**src/rtl/byte_cmd_encoder.sv**
```systemverilog
// byte_cmd_encoder
//   Host-side transmitter for the stc0 byte command link. Write commands
//   (24-bit address, 32-bit data) are buffered in a small FIFO and each one
//   is serialized into an 8-byte frame, MSB first:
//     CMD_WRITE, addr[23:16], addr[15:8], addr[7:0],
//     data[31:24], data[23:16], data[15:8], data[7:0]
//   Frames go out on Data/DataValid, and Rdyn back-pressure is honoured.
//
// Ports
//   Clk            single clock
//   ARst           synchronous active-high reset
//   WriteAddr      command address
//   WriteData      command write data
//   WriteDataValid push request, accepted only while Ready=1
//   Ready          FIFO not full (combinational from occupancy)
//   Rdyn           receiver not ready, stalls the byte stream while high
//   Data           serialized byte (registered)
//   DataValid      Data qualifier (registered)
//   Busy           FIFO non-empty or frame in progress
//   Overflow       sticky flag, push attempted while Ready=0
//
// FSM states
//   state   | meaning
//   IDLE    | waiting for a queued command; pops it into the shift register
//   SEND    | issuing the 8 frame bytes, stalling while Rdyn=1
//   GAP     | forced idle time between frames (GAP_CYCLES cycles)

module byte_cmd_encoder #(
    parameter int         FIFO_DEPTH      = 4,
    parameter int         FIFO_DEPTH_LOG2 = 2,
    parameter int         GAP_CYCLES      = 0,
    parameter logic [7:0] CMD_WRITE       = 8'h01
) (
    input  logic        Clk,
    input  logic        ARst,
    input  logic [23:0] WriteAddr,
    input  logic [31:0] WriteData,
    input  logic        WriteDataValid,
    output logic        Ready,
    input  logic        Rdyn,
    output logic [7:0]  Data,
    output logic        DataValid,
    output logic        Busy,
    output logic        Overflow
);

    localparam int CNT_W = FIFO_DEPTH_LOG2 + 1;
    localparam logic [CNT_W-1:0]           FULL_CNT = CNT_W'(FIFO_DEPTH);
    localparam logic [CNT_W-1:0]           CNT_ONE  = CNT_W'(1);
    localparam logic [FIFO_DEPTH_LOG2-1:0] PTR_ONE  = FIFO_DEPTH_LOG2'(1);
    localparam logic [3:0]                 GAP_LOAD = 4'(GAP_CYCLES);

    typedef enum logic [1:0] {
        ST_IDLE = 2'd0,
        ST_SEND = 2'd1,
        ST_GAP  = 2'd2
    } state_t;

    state_t                      state_q, state_d;
    logic [FIFO_DEPTH_LOG2-1:0]  wr_ptr_q, wr_ptr_d;
    logic [FIFO_DEPTH_LOG2-1:0]  rd_ptr_q, rd_ptr_d;
    logic [CNT_W-1:0]            count_q, count_d;
    logic [63:0]                 shreg_q, shreg_d;
    logic [2:0]                  byte_cnt_q, byte_cnt_d;
    logic [3:0]                  gap_cnt_q, gap_cnt_d;
    logic [7:0]                  data_q, data_d;
    logic                        data_valid_q, data_valid_d;
    logic                        overflow_q, overflow_d;
    logic                        push;
    logic                        pop;

    logic [55:0] fifo_mem_q [FIFO_DEPTH];

    assign Ready     = (count_q != FULL_CNT);
    assign Data      = data_q;
    assign DataValid = data_valid_q;
    assign Busy      = (count_q != '0) | (state_q != ST_IDLE);
    assign Overflow  = overflow_q;

    // FIFO bookkeeping; a push while full is dropped and flagged.
    always_comb begin
        push       = WriteDataValid & Ready;
        overflow_d = overflow_q | (WriteDataValid & ~Ready);
        wr_ptr_d   = push ? (wr_ptr_q + PTR_ONE) : wr_ptr_q;
        rd_ptr_d   = pop  ? (rd_ptr_q + PTR_ONE) : rd_ptr_q;
        count_d    = count_q;
        if (push & ~pop) begin
            count_d = count_q + CNT_ONE;
        end else if (~push & pop) begin
            count_d = count_q - CNT_ONE;
        end
    end

    // Frame sequencer
    always_comb begin
        state_d      = state_q;
        shreg_d      = shreg_q;
        byte_cnt_d   = byte_cnt_q;
        gap_cnt_d    = gap_cnt_q;
        data_d       = data_q;
        data_valid_d = 1'b0;
        pop          = 1'b0;

        case (state_q)
            ST_IDLE: begin
                if (count_q != '0) begin
                    pop        = 1'b1;
                    shreg_d    = {CMD_WRITE, fifo_mem_q[rd_ptr_q]};
                    byte_cnt_d = 3'd0;
                    state_d    = ST_SEND;
                end
            end
            ST_SEND: begin
                // While stalled, shift register, counter and Data all hold.
                if (!Rdyn) begin
                    data_d       = shreg_q[63:56];
                    data_valid_d = 1'b1;
                    shreg_d      = {shreg_q[55:0], 8'h00};
                    byte_cnt_d   = byte_cnt_q + 3'd1;
                    if (byte_cnt_q == 3'd7) begin
                        if (GAP_CYCLES > 0) begin
                            gap_cnt_d = GAP_LOAD;
                            state_d   = ST_GAP;
                        end else begin
                            state_d = ST_IDLE;
                        end
                    end
                end
            end
            ST_GAP: begin
                if (gap_cnt_q <= 4'd1) begin
                    gap_cnt_d = 4'd0;
                    state_d   = ST_IDLE;
                end else begin
                    gap_cnt_d = gap_cnt_q - 4'd1;
                end
            end
            default: begin
                state_d = ST_IDLE;
            end
        endcase
    end

    // Storage array carries no reset; occupancy decides what is valid.
    always_ff @(posedge Clk) begin
        if (push) begin
            fifo_mem_q[wr_ptr_q] <= {WriteAddr, WriteData};
        end
    end

    always_ff @(posedge Clk) begin
        if (ARst) begin
            state_q      <= ST_IDLE;
            wr_ptr_q     <= '0;
            rd_ptr_q     <= '0;
            count_q      <= '0;
            shreg_q      <= '0;
            byte_cnt_q   <= '0;
            gap_cnt_q    <= '0;
            data_q       <= 8'h00;
            data_valid_q <= 1'b0;
            overflow_q   <= 1'b0;
        end else begin
            state_q      <= state_d;
            wr_ptr_q     <= wr_ptr_d;
            rd_ptr_q     <= rd_ptr_d;
            count_q      <= count_d;
            shreg_q      <= shreg_d;
            byte_cnt_q   <= byte_cnt_d;
            gap_cnt_q    <= gap_cnt_d;
            data_q       <= data_d;
            data_valid_q <= data_valid_d;
            overflow_q   <= overflow_d;
        end
    end

endmodule

```
**config.mk**
```make
export PLATFORM = sky130hd
export DESIGN_NAME = byte_cmd_encoder
export DESIGN_NICKNAME = d
export VERILOG_FILES = /design/src/rtl/byte_cmd_encoder.sv
export SDC_FILE = /design/constraint.sdc
export NUM_CORES = 1
export LEC_CHECK = 0
export ABC_AREA = 1
export CORE_MARGIN = 4
export CORE_UTILIZATION = 60
export DETAILED_ROUTE_END_ITERATION = 8
export PLACE_DENSITY_LB_ADDON = 0.2
export RECOVER_POWER = 50
export SLEW_MARGIN = 30
export SYNTH_ARGS = -nofsm -noshare
export SYNTH_HDL_FRONTEND = slang
export SYNTH_SLANG_ARGS = --single-unit
```
**constraint.sdc**
```tcl
create_clock -name Clk -period 4.6 [get_ports Clk]
set_input_delay 0.92 -clock Clk [delete_from_list [all_inputs] [get_ports Clk]]
set_output_delay 0.92 -clock Clk [all_outputs]
set_load 0.1 [all_outputs]
```
## Word-level counts from Yosys, hierarchy flattened

Memory sizes are Yosys's and may differ from the RTL's. A register that Yosys moved wholly into a read port is not among the register bits.
Cells that the tools add are included.

| operators by class | value |
|---|---|
| magnitude comparators | 1 |
| muxes and demuxes | 21 |
| reduce and logical (&&, ||, !) cells | 9 |
| equality and inequality tests | 8 |
| $add $sub $neg | 6 |
| bitwise gates (word level) | 11 |

Operators with widths:

| cell | number |
|---|---|
| 64-bit 2-to-1 mux | 2 |
| 64-bit case mux with 2 select lines | 1 |
| 2-bit 2-to-1 mux | 6 |
| 3-bit 2-to-1 mux | 4 |
| 2-bit inequality test, second input constant | 4 |
| 3-bit by 1-bit adder with 3-bit output, second input constant | 2 |
| 2-bit case mux with 3 select lines | 1 |
| 3-bit case mux with 2 select lines | 1 |
| 2-bit nonzero test | 3 |
| 1-bit 2-to-1 mux | 5 |
| 1-bit inverter | 5 |
| 2-bit by 1-bit adder with 2-bit output, second input constant | 2 |
| 1-bit AND | 4 |
| 4-bit by 1-bit <= comparator with 1-bit output, second input constant | 1 |
| 4-bit 2-to-1 mux | 1 |
| 4-bit AND reduction | 1 |
| 4-bit by 1-bit subtractor with 4-bit output, second input constant | 1 |
| 3-bit equality test, second input constant | 1 |
| 3-bit inequality test, second input constant | 1 |
| 3-bit AND reduction | 1 |
| 3-bit nonzero test | 1 |
| 3-bit by 1-bit subtractor with 3-bit output, second input constant | 1 |
| 2-bit by 1-bit equality test with 1-bit output, second input constant | 1 |
| 2-bit equality test, second input constant | 1 |
| other kinds (4) | 5 |

| word-level totals | value |
|---|---|
| bits in writable memories | 224 |
| output and inout port bits | 12 |
| memories kept | 1 |
| word-level logic and storage cells | 67 |
| input port bits | 60 |
| flip-flop bits (word level) | 90 |

Memories:

| name | words | bits a word | read ports | clocked after memory_dff | write ports | RTL line | source |
|---|---|---|---|---|---|---|---|
| fifo_mem_q | 4 | 56 | 1 | 1 | 1 | 72 | `logic [55:0] fifo_mem_q [FIFO_DEPTH];` |

## Logic depth before layout (Yosys ltp)

Gate-level depths: netlist of the first run.

| depth | value |
|---|---|
| depth in word-level cells | 6 |
| mapped depth | 13 |
| depth with buffers taken out | 12 |

## Worst setup path before layout of the first run

No wires, ideal clock.

| timing path | value |
|---|---|
| path kind | reg-to-reg |
| from | register count_q[0] |
| to | memory fifo_mem_q[0][0] (enable) |
| slack | 212 ps |
| setup time | 470 ps |
| path buffers | 0 |
| period minus slack after synthesis | 4388 ps |
| data required time | 4130 ps |
| arrival | 3918 ps |
| cell stages (with the launch flop) | 5 |
| path through | dfxtp_1 nor2_4 nand2_1 nand2_1 nor2_1 |

| between the ends | value |
|---|---|
| word-level cells in the longest chain between the ends | 4 |

Ends and longest elaborated chain:

| element | RTL line | source |
|---|---|---|
| start: declaration | 62 | `logic [CNT_W-1:0] count_q, count_d;` |
| start signal: assignment | 167 | `count_q <= count_d;` |
| 3-bit inequality test | 74 | `assign Ready = (count_q != FULL_CNT);` |
| net Ready | 39 | `output logic Ready,` |
| 1-bit AND | 82 | `push = WriteDataValid & Ready;` |
| 1-bit 2-to-1 mux | 146 | `if (push) begin` |
| 1-bit 2-to-1 mux (not written as such) | 147 | `fifo_mem_q[wr_ptr_q] <= {WriteAddr, WriteData};` |
| end: declaration | 72 |  |

The timed path passes the listed nets, and every way through them passes these cells.

## Worst setup path after layout of the first run

| timing path | value |
|---|---|
| from | input port WriteDataValid |
| to | memory fifo_mem_q[0][36] (enable) |

| between the ends | value |
|---|---|
| word-level cells in the longest chain between the ends | 3 |

Ends and longest elaborated chain:

| element | RTL line | source |
|---|---|---|
| start: declaration | 38 | `input logic WriteDataValid,` |
| 1-bit AND | 82 |  |
| 1-bit 2-to-1 mux | 146 |  |
| 1-bit 2-to-1 mux (not written as such) | 147 |  |

Every way passes these cells.

==> results of run 1 <==
## routing by layer
| layer | global-route usage (%) | vias up | routed length [µm] |
|---|---|---|---|
| met5 | 0 | - | 0 |
| met4 | 7.258 | 0 | 658 |
| met3 | 3.406 | 54 | 1420 |
| met2 | 36.59 | 239 | 13710 |
| met1 | 28.68 | 4468 | 11970 |
| li1 | - | 4864 | - |
## cells in the mapped netlist
cell type	instances	area [µm²]
sky130_fd_sc_hd__a21oi_2	20	175.2
sky130_fd_sc_hd__a21oi_1	94	470.5
sky130_fd_sc_hd__nor2_8	1	20.02
sky130_fd_sc_hd__inv_1	337	1265
sky130_fd_sc_hd__nand2_1	449	1685
sky130_fd_sc_hd__buf_4	6	45.04
sky130_fd_sc_hd__xor2_1	2	17.52
sky130_fd_sc_hd__a211oi_1	1	7.510
sky130_fd_sc_hd__buf_6	9	101.4
sky130_fd_sc_hd__nand3_1	172	860.8
sky130_fd_sc_hd__o22ai_1	6	37.54
sky130_fd_sc_hd__inv_2	3	11.26
sky130_fd_sc_hd__ha_1	7	87.58
sky130_fd_sc_hd__dfxtp_1	87	1742
sky130_fd_sc_hd__buf_2	47	235.2
sky130_fd_sc_hd__nor2_1	24	90.09
sky130_fd_sc_hd__nand2_2	2	12.51
sky130_fd_sc_hd__o21bai_1	1	7.510
sky130_fd_sc_hd__nor2_4	1	11.26
sky130_fd_sc_hd__o21ai_0	16	80.08
sky130_fd_sc_hd__inv_4	2	12.51
sky130_fd_sc_hd__clkbuf_1	18	67.56
sky130_fd_sc_hd__buf_1	2	7.510
sky130_fd_sc_hd__edfxtp_1	224	6726
sky130_fd_sc_hd__nand2_4	1	11.26
sky130_fd_sc_hd__fa_1	1	20.02
## stage by stage
stage                     instance area [µm²]  cells  hold slack [ns]
after floorplan                         13810   1533           0.4322
after global placement                  14590   1824           0.4367
after detailed placement                14590   1824           0.4389
after CTS                               15700   1885           0.4478
after global routing                    15680   1885           0.4770
final                                   15680   1885           0.4466
## worst reg2reg max path: stages (launching register included)
cell	delay, ns
sky130_fd_sc_hd__dfxtp_1	0.44
sky130_fd_sc_hd__nor2_4	0.08
sky130_fd_sc_hd__nand2_1	0.08
sky130_fd_sc_hd__nand2_1	0.23
sky130_fd_sc_hd__nor2_1	0.51
sky130_fd_sc_hd__clkbuf_1	1.41
## cell type report
type	instances	area, µm²	share of cell area [%]
clock buffers	48	1017	6.488
well taps	285	356.6	2.274
repair buffers	88	840.8	5.363
inverters	342	1289	8.220
clock inverters	13	92.59	0.5905
multi-input cells	798	3610	23.02
flip-flops and latches	311	8473	54.04
## state kept, by name, indices dropped and copies added (netlist names), named ones only
signal / flops
shreg_q: 64
wr_ptr_q: 2
state_q: 1
rd_ptr_q: 2
DataValid: 1
fifo_mem_q: 224
Data: 8
count_q: 3
byte_cnt_q: 3
Overflow: 1
## worst min path at each step
| stage | to | slack (ns) | cells after the start |
|---|---|---|---|
| floorplan | byte_cnt_q[0] | 0.43 | 1 |
| global placement | Overflow | 0.44 | 2 |
| detailed placement | Overflow | 0.44 | 2 |
| CTS | Overflow | 0.45 | 2 |
| global route | Overflow | 0.48 | 2 |
| finish | Overflow | 0.45 | 2 |
## where the power goes
| part | switching, mW | internal (mW) | total (mW) |
|---|---|---|---|
| clock | 1.03 | 1.60 | 2.63 |
| sequential | 0.263 | 3.52 | 3.78 |
| combinational | 2.04 | 0.912 | 2.95 |
| total | 3.33 | 6.03 | 9.36 |
## cell families after synthesis
logic type      Yosys count  synth area share (%)
fa+ha+maj                 8                0.7792
simple gates            650                 19.49
xor+xnor                  2                0.1269
compound gates          138                 5.636
flops                   311                 61.33
buf+inv                 424                 12.64
==> metrics, run 1 <==
worst setup path startpoint WriteDataValid; Peak Freq 0.2803 GHz; tightest slew margin relative to the limit -25.83%; peak ir drop on the vdd network 0.3933 mV; arrival time at the worst endpoint 3.65 ns; Setup TNS 0 ns; quantity of gates resized following cts 0; chip height about 160 µm; later-pin clock latency in the skew report 0.50 ns; violated checks capacitance limit, slew limit; capturing element of the worst setup path fifo_mem_q[0][36]; slew of the pin with the lowest slew margin between 1.5 and 2 ns; number of pins exceeding their max-slew limit in the final report 54; commonest non-fill, non-tap cell in the layout sky130_fd_sc_hd__nand2_1; final period demand of the worst path 3.568 ns; Port-buffer cells about 70; startpoint of the lowest-slack register-to-register path count_q[0]; final weighted congestion of routability-driven global placement 0.8224; n_diodes 0; RSZ-0062 raised after global routing false; fraction of the yosys area taken by sequential cells 61.33%; I/O Pins 72; max-cap check violation count 2; final hold violations 0; ordered list of cells on the worst path dlygate4sd3_1 > nand2_1 > nor2_1 > clkbuf_1; flops & latches, synth just over 300; detailed-route wire length per cell 14.73 µm; Worst Min Path Start Overflow; area added between synthesis and finish 13.55%; Avg Inst Size Synth 9.007 µm²; number of nets with antenna violations after routing 0; Clock Root Buffer sky130_fd_sc_hd__clkbuf_16; cell area after technology mapping between 10000 and 15000 µm²; nets@finish 1643; share of cells above drive strength 1 6.125%; DRC violation total after the first TritonRoute iteration 684; number of detailed-routing iterations run before antenna repair 5; crit-path leading delay family buffers and inverters; vias in the first global route 9209; number of fillers in the final layout 1693; CP Capture Type flop; total global routing track utilization between 20% and 30%; Clock Tree Buf Depth 3; PD cells 597.0 nW/µm²; horizontal extent of the die 159.7 µm; site row count 55; Worst Setup Path Type primary input to flop; Vias a little under 10000; TritonCTS buffer count 34; path class of the lowest-slack min-delay path flop to flop; setup violation total in the final timing report 0; FF-to-FF path depth 5; clock input transition at the sequential cells of the worst setup and hold paths 0.06 ns; overflow left after global routing 0; number of buffer and inverter stages on the critical path 2; Residual DRC 0; placement-stage worst setup slack 1.616 ns; Unique masters post-synth 26; delay of the slowest critical-path stage 1.41 ns; gate count after technology mapping around 1500; static leakage power 7.352 nW; Post-CTS Hold Buffers 0; die footprint between 20000 and 30000 µm²; total power after layout 9.360 mW; status finished with violations; required time worst endpoint 4.68 ns; number of setup buffers added after CTS 0; pin count of the biggest net entering global routing 70; Final HPWL DP 16000 µm; sort of element at the start of the critical path primary input; crit path setup slack, layout 1.032 ns; number of sinks on the clock net 311; number of antenna violations at the first check in global routing 0; Routed WL approximately 28000 µm; Worst Skew 0.01490 ns; crit-path max FO 27; most frequent cells in the layout sky130_fd_sc_hd__nand2_1, sky130_fd_sc_hd__inv_1, sky130_fd_sc_hd__edfxtp_1, sky130_fd_sc_hd__nand3_1, sky130_fd_sc_hd__a21oi_1; total stage count of the critical path 4; average via count per standard cell approximately 5; number of warning messages in the yosys log 0; critical register-to-register path endpoint fifo_mem_q[0][36]; synthesized netlist net count 1601; clock tree from TritonCTS built; standard cell core area 22640 µm²; Layout Utilization 69.25%; ratio of final minimum period to clock period 77.56%; CTS HTree Levels 2; Initial Util 60.99%; register-to-register path setup slack between 1 and 1.5 ns; Critical Path Slowest Stage Cell sky130_fd_sc_hd__clkbuf_1; global-route wire length before repair 45090 µm
Note: power is estimated with default switching activity, not from simulation.
==> run 2: changes to the inputs <==
--- a/config.mk
+++ b/config.mk
@@ -7,7 +7,7 @@
 export LEC_CHECK = 0
 export ABC_AREA = 1
 export CORE_MARGIN = 4
-export CORE_UTILIZATION = 60
+export CORE_UTILIZATION = 54
 export DETAILED_ROUTE_END_ITERATION = 8
 export PLACE_DENSITY_LB_ADDON = 0.2
 export RECOVER_POWER = 50
==> constraint.sdc (replaced) <==
create_clock -name Clk -period 3.2 [get_ports Clk]
set_input_delay 0.64 -clock Clk [delete_from_list [all_inputs] [get_ports Clk]]
set_output_delay 0.64 -clock Clk [all_outputs]
set_load 0.1 [all_outputs]
==> metrics, run 2 (synthesis gave the netlist of run 1 again) <==
number of antenna violations at the first check in global routing 0 (unchanged); Max Used Layer met4 (unchanged); I/O Pins 72 (unchanged); CP Capture Type flop (unchanged); PD cells 847.0 nW/µm² (was 597.0 nW/µm²); Port-buffer cells 71 (unchanged); number of detailed-routing iterations run before antenna repair 5 (unchanged); TritonCTS buffer count 30 (was 34); final period demand of the worst path 2.716 ns; clock tree from TritonCTS built (unchanged); clock input transition at the sequential cells of the worst setup and hold paths 0.06 ns (about the same); number of pins exceeding their max-slew limit in the final report 81 (was 54); Post-CTS Hold Buffers 0 (unchanged); slew of the pin with the lowest slew margin 1.812 ns (was 1.887 ns); quantity of gates resized following cts 0 (unchanged); metal1 wirelength 12770 µm (was 11970 µm); required time worst endpoint 3.33 ns (was 4.68 ns); Clock Root Buffer sky130_fd_sc_hd__clkbuf_16 (unchanged); commonest non-fill, non-tap cell in the layout sky130_fd_sc_hd__nand2_1 (unchanged); Setup TNS 0 ns (unchanged); nets@finish 1647 (was 1643); detailed-route wire length per cell 14.70 µm (was 14.73 µm); Peak Freq 0.3681 GHz; delay of the slowest critical-path stage 1.32 ns (was 1.41 ns); path class of the lowest-slack min-delay path flop to flop (unchanged); ratio of final minimum period to clock period 84.89%; die footprint 28190 µm² (was 25500 µm²); peak ir drop on the vdd network 0.7827 mV (was 0.3933 mV); global-route wire length before repair 46090 µm (was 45090 µm); Routed WL 28410 µm (was 27760 µm); number of nets with antenna violations after routing 0 (unchanged); status finished with violations (unchanged); area added between synthesis and finish 13.83% (was 13.55%); violated checks capacitance limit, slew limit (unchanged); tightest slew margin relative to the limit -20.80% (was -25.83%); Initial Util 54.83% (was 60.99%); ordered list of cells on the worst path nor2_1 > nand2_1 > nand2_1 > buf_4 > nor2_1 > clkbuf_1 (was dlygate4sd3_1 > nand2_1 > nor2_1 > clkbuf_1); chip height 167.9 µm (was 159.7 µm); Vias 9654 (was 9625); later-pin clock latency in the skew report 0.54 ns (was 0.50 ns); Final HPWL DP 16980 µm (was 16000 µm); CTS HTree Levels 1 (was 2); arrival time at the worst endpoint 2.85 ns (was 3.65 ns); number of setup buffers added after CTS 0 (unchanged); horizontal extent of the die 167.9 µm (was 159.7 µm); n_diodes 0 (unchanged); met3 routed WL 1328 µm (was 1420 µm); overflow left after global routing 0 (unchanged); Residual DRC 0 (unchanged); Worst Skew 0.009249 ns (was 0.01490 ns); final hold violations 0 (unchanged); site row count 58 (was 55); sort of element at the start of the critical path flop (was primary input); Reg with most FFs fifo_mem_q (unchanged); number of sinks on the clock net 311 (unchanged); setup violation total in the final timing report 0 (unchanged); vias in the first global route 9336 (was 9209); wire length on met2 13900 µm (was 13710 µm); static leakage power 7.390 nW (was 7.352 nW); Layout Utilization 62.42% (was 69.25%); share of cells above drive strength 1 7.112% (was 6.125%); DRC violation total after the first TritonRoute iteration 703 (was 684); RSZ-0062 raised after global routing false (unchanged); number of buffer and inverter stages on the critical path 2 (unchanged); Worst Setup Path Type flop to flop (was primary input to flop); most frequent cells in the layout sky130_fd_sc_hd__nand2_1, sky130_fd_sc_hd__inv_1, sky130_fd_sc_hd__edfxtp_1, sky130_fd_sc_hd__nand3_1, sky130_fd_sc_hd__a21oi_1 (unchanged); total global routing track utilization 19.80% (was 21.60%); crit-path max FO 26 (was 27); Critical Path Slowest Stage Cell sky130_fd_sc_hd__clkbuf_1 (unchanged); max-cap check violation count 3 (was 2); Largest register FFs 224 (unchanged); pin count of the biggest net entering global routing 77 (was 70); Clock Tree Buf Depth 3 (unchanged); crit-path leading delay family buffers and inverters (unchanged); final weighted congestion of routability-driven global placement 0.8097 (was 0.8224); average via count per standard cell 4.994 (was 5.106); standard cell core area 25180 µm² (was 22640 µm²)
-- run 2: cell types whose count changed in the layout (fill, tap and decap cells not counted), moves of 4 or more --
cell / change
sky130_fd_sc_hd__buf_12: +4
sky130_fd_sc_hd__buf_4: +12
sky130_fd_sc_hd__clkbuf_16: -5
sky130_fd_sc_hd__clkdlybuf4s50_1: -10
sky130_fd_sc_hd__clkinv_1: -6
sky130_fd_sc_hd__clkinv_2: +4
-- run 2: report_power, final --
part	switching, mW	internal, mW
Clock	1.45	2.14
Combinational	2.95	1.36
Sequential	0.353	5.05
Total	4.75	8.56
-- run 2: worst min-delay path: cells and delay by family, from the launching register on --
| kind | cells | cell delay, ns |
|---|---|---|
| buffers and inverters | 1 | 0.05 |
| AOI/OAI and AO/OA | 1 | 0.05 |
| DFF | 1 | 0.31 |
-- run 2: area by class of cell --
class / count / area (µm²)
well taps: 330 / 412.9
fillers: 2060 / 9464
clock buffers: 44 / 915.9
flip-flops and latches: 311 / 8473
multi-input cells: 798 / 3595
clock inverters: 12 / 120.1
repair buffers: 96 / 912.1
inverters: 342 / 1289
-- run 2: layer usage --
layer  up-vias  track usage [%]
met5         -                0
met3        34            2.747
met4         0            4.693
met1      4557            26.73
li1       4862                -
met2       201            34.22
-- run 2: path summary, 6_finish.rpt --
check / slack, ns / start / cells past startpoint / to
worst max-delay path: 0.48 / count_q[0] / 6 / fifo_mem_q[3][39]
worst min-delay path: 0.46 / Overflow / 2 / Overflow
worst max register to register: 0.48 / count_q[0] / 6 / fifo_mem_q[3][39]
worst min register to register: 0.46 / Overflow / 2 / Overflow
-- run 2: through the flow --
step                setup slack (ns)  instances  power [mW]  instance area (µm²)  hold WS, ns
detailed placement            0.6377       1877       9.839                14730       0.4462
global route                  0.2948       1933       14.19                15720       0.4908
floorplan                    -0.3217       1533       8.769                13820       0.4322
global placement              0.7041       1877       9.718                14730       0.4406
CTS                           0.6517       1933       13.46                15770       0.4559
finish                        0.4835       1933       13.31                15720       0.4569
==> run 3: changes to the inputs <==
==> constraint.sdc (replaced) <==
create_clock -name Clk -period 2.45 [get_ports Clk]
set_input_delay 0.49 -clock Clk [delete_from_list [all_inputs] [get_ports Clk]]
set_output_delay 0.49 -clock Clk [all_outputs]
set_load 0.1 [all_outputs]
==> metrics, run 3 (synthesis gave the netlist of run 1 again) <==
horizontal extent of the die 167.9 µm (unchanged); Worst Skew 0.007829 ns (was 0.009249 ns); number of nets with antenna violations after routing 0 (unchanged); peak ir drop on the vdd network 0.9021 mV (was 0.7827 mV); number of pins exceeding their max-slew limit in the final report 0 (was 81); Post-CTS Hold Buffers 0 (unchanged); clock input transition at the sequential cells of the worst setup and hold paths 0.06 ns (about the same); die footprint 28190 µm² (unchanged); Largest register FFs 224 (unchanged); detailed-route wire length per cell 14.51 µm (was 14.70 µm); pin count of the biggest net entering global routing 113 (was 77); sort of element at the start of the critical path flop (unchanged); global-route wire length before repair 46310 µm (was 46090 µm); Clock Root Buffer sky130_fd_sc_hd__clkbuf_16 (unchanged); static leakage power 7.503 nW (was 7.390 nW); tightest slew margin relative to the limit 31.38% (was -20.80%); Critical Path Slowest Stage Cell sky130_fd_sc_hd__clkbuf_2 (was sky130_fd_sc_hd__clkbuf_1); required time worst endpoint 2.57 ns (was 3.33 ns); RSZ-0062 raised after global routing false (unchanged); Initial Util 54.83% (unchanged); Vias 9629 (was 9654); Finished Cell Area 15970 µm² (was 15720 µm²); ordered list of cells on the worst path nor2_4 > nand2_1 > nand2_2 > clkbuf_2 > nor2_4 > clkbuf_2 (was nor2_1 > nand2_1 > nand2_1 > buf_4 > nor2_1 > clkbuf_1); final weighted congestion of routability-driven global placement 0.7956 (was 0.8097); delay of the slowest critical-path stage 0.69 ns (was 1.32 ns); Layout Utilization 63.41% (was 62.42%); PD cells 1135 nW/µm² (was 847.0 nW/µm²); DRC violation total after the first TritonRoute iteration 710 (was 703); overflow left after global routing 0 (unchanged); TritonCTS buffer count 34 (was 30); worst-case hold slack 0.4505 ns (was 0.4569 ns); post-placement cell count 1881 (was 1877); chip height 167.9 µm (unchanged); crit path setup slack, layout 0.2820 ns (was 0.4835 ns); most frequent cells in the layout sky130_fd_sc_hd__nand2_1, sky130_fd_sc_hd__inv_1, sky130_fd_sc_hd__edfxtp_1, sky130_fd_sc_hd__nand3_1, sky130_fd_sc_hd__a21oi_1 (unchanged); average via count per standard cell 4.958 (was 4.994); site row count 58 (unchanged); standard cell core area 25180 µm² (unchanged); number of sinks on the clock net 311 (unchanged); placement-stage worst setup slack 0.1802 ns (was 0.6377 ns); Final Non-Filler Cells 1942 (was 1933); max-cap check violation count 0 (was 3); nets@finish 1655 (was 1647); Reg with most FFs fifo_mem_q (unchanged); clock tree from TritonCTS built (unchanged); commonest non-fill, non-tap cell in the layout sky130_fd_sc_hd__nand2_1 (unchanged); vias in the first global route 9185 (was 9336); Placed Area 14870 µm² (was 14730 µm²); n_diodes 0 (unchanged); Worst Setup Path Type flop to flop (unchanged); crit-path max FO 28 (was 26); Clock Tree Buf Depth 3 (unchanged); Routed WL 28180 µm (was 28410 µm); I/O Pins 72 (unchanged); ratio of final minimum period to clock period 88.49% (was 84.89%); CTS HTree Levels 2 (was 1); number of setup buffers added after CTS 0 (unchanged); Port-buffer cells 71 (unchanged); Final HPWL DP 16560 µm (was 16980 µm); status complete, no violations (was finished with violations); share of cells above drive strength 1 7.692% (was 7.112%); quantity of gates resized following cts 0 (unchanged); setup violation total in the final timing report 0 (unchanged); slew of the pin with the lowest slew margin 1.029 ns (was 1.812 ns); total global routing track utilization 20.12% (was 19.80%); Setup TNS 0 ns (unchanged); final period demand of the worst path 2.168 ns (was 2.716 ns); number of antenna violations at the first check in global routing 0 (unchanged); arrival time at the worst endpoint 2.29 ns (was 2.85 ns); Peak Freq 0.4613 GHz (was 0.3681 GHz); CP Capture Type flop (unchanged); Residual DRC 0 (unchanged); number of detailed-routing iterations run before antenna repair 5 (unchanged); total power after layout 18.12 mW (was 13.31 mW); path class of the lowest-slack min-delay path flop to flop (unchanged); later-pin clock latency in the skew report 0.50 ns (was 0.54 ns); final hold violations 0 (unchanged); area added between synthesis and finish 15.64% (was 13.83%)
-- run 3: path summary, 6_finish.rpt --
path,cells after the start,to,slack (ns),startpoint
setup / recovery,6,fifo_mem_q[0][38],0.28,count_q[0]
hold / removal,2,Overflow,0.45,Overflow
setup reg to reg,6,fifo_mem_q[0][38],0.28,count_q[0]
hold reg to reg,2,Overflow,0.45,Overflow
-- run 3: power breakdown --
part | internal (mW) | leakage [nW] | switching (mW)
clock network | 3.39 | 0.585 | 1.96
logic | 1.84 | 4.15 | 3.95
registers | 6.60 | 2.77 | 0.381
-- run 3: layout make-up --
type | count | area [µm²]
clock inverters | 14 | 188.9
repair buffers | 100 | 979.7
inverters | 342 | 1289
flip-flops and latches | 311 | 8473
multi-input cells | 798 | 3620
fillers | 2023 | 9214
clock buffers | 47 | 1005
well taps | 330 | 412.9
-- run 3: routing by layer --
metal	part of all wire [%]	track usage [%]	vias up
met5	0	0	-
met4	1.5	5.258	0
met3	4.8	3.005	42
met2	50	33.91	201
met1	44	27.56	4506
li1	-	-	4880
-- run 3: critical path: cells and delay by family, from the launching register on --
kind | cells | cell delay (ns)
buf+inv | 2 | 0.90
flops | 1 | 0.44
simple gates | 4 | 0.42
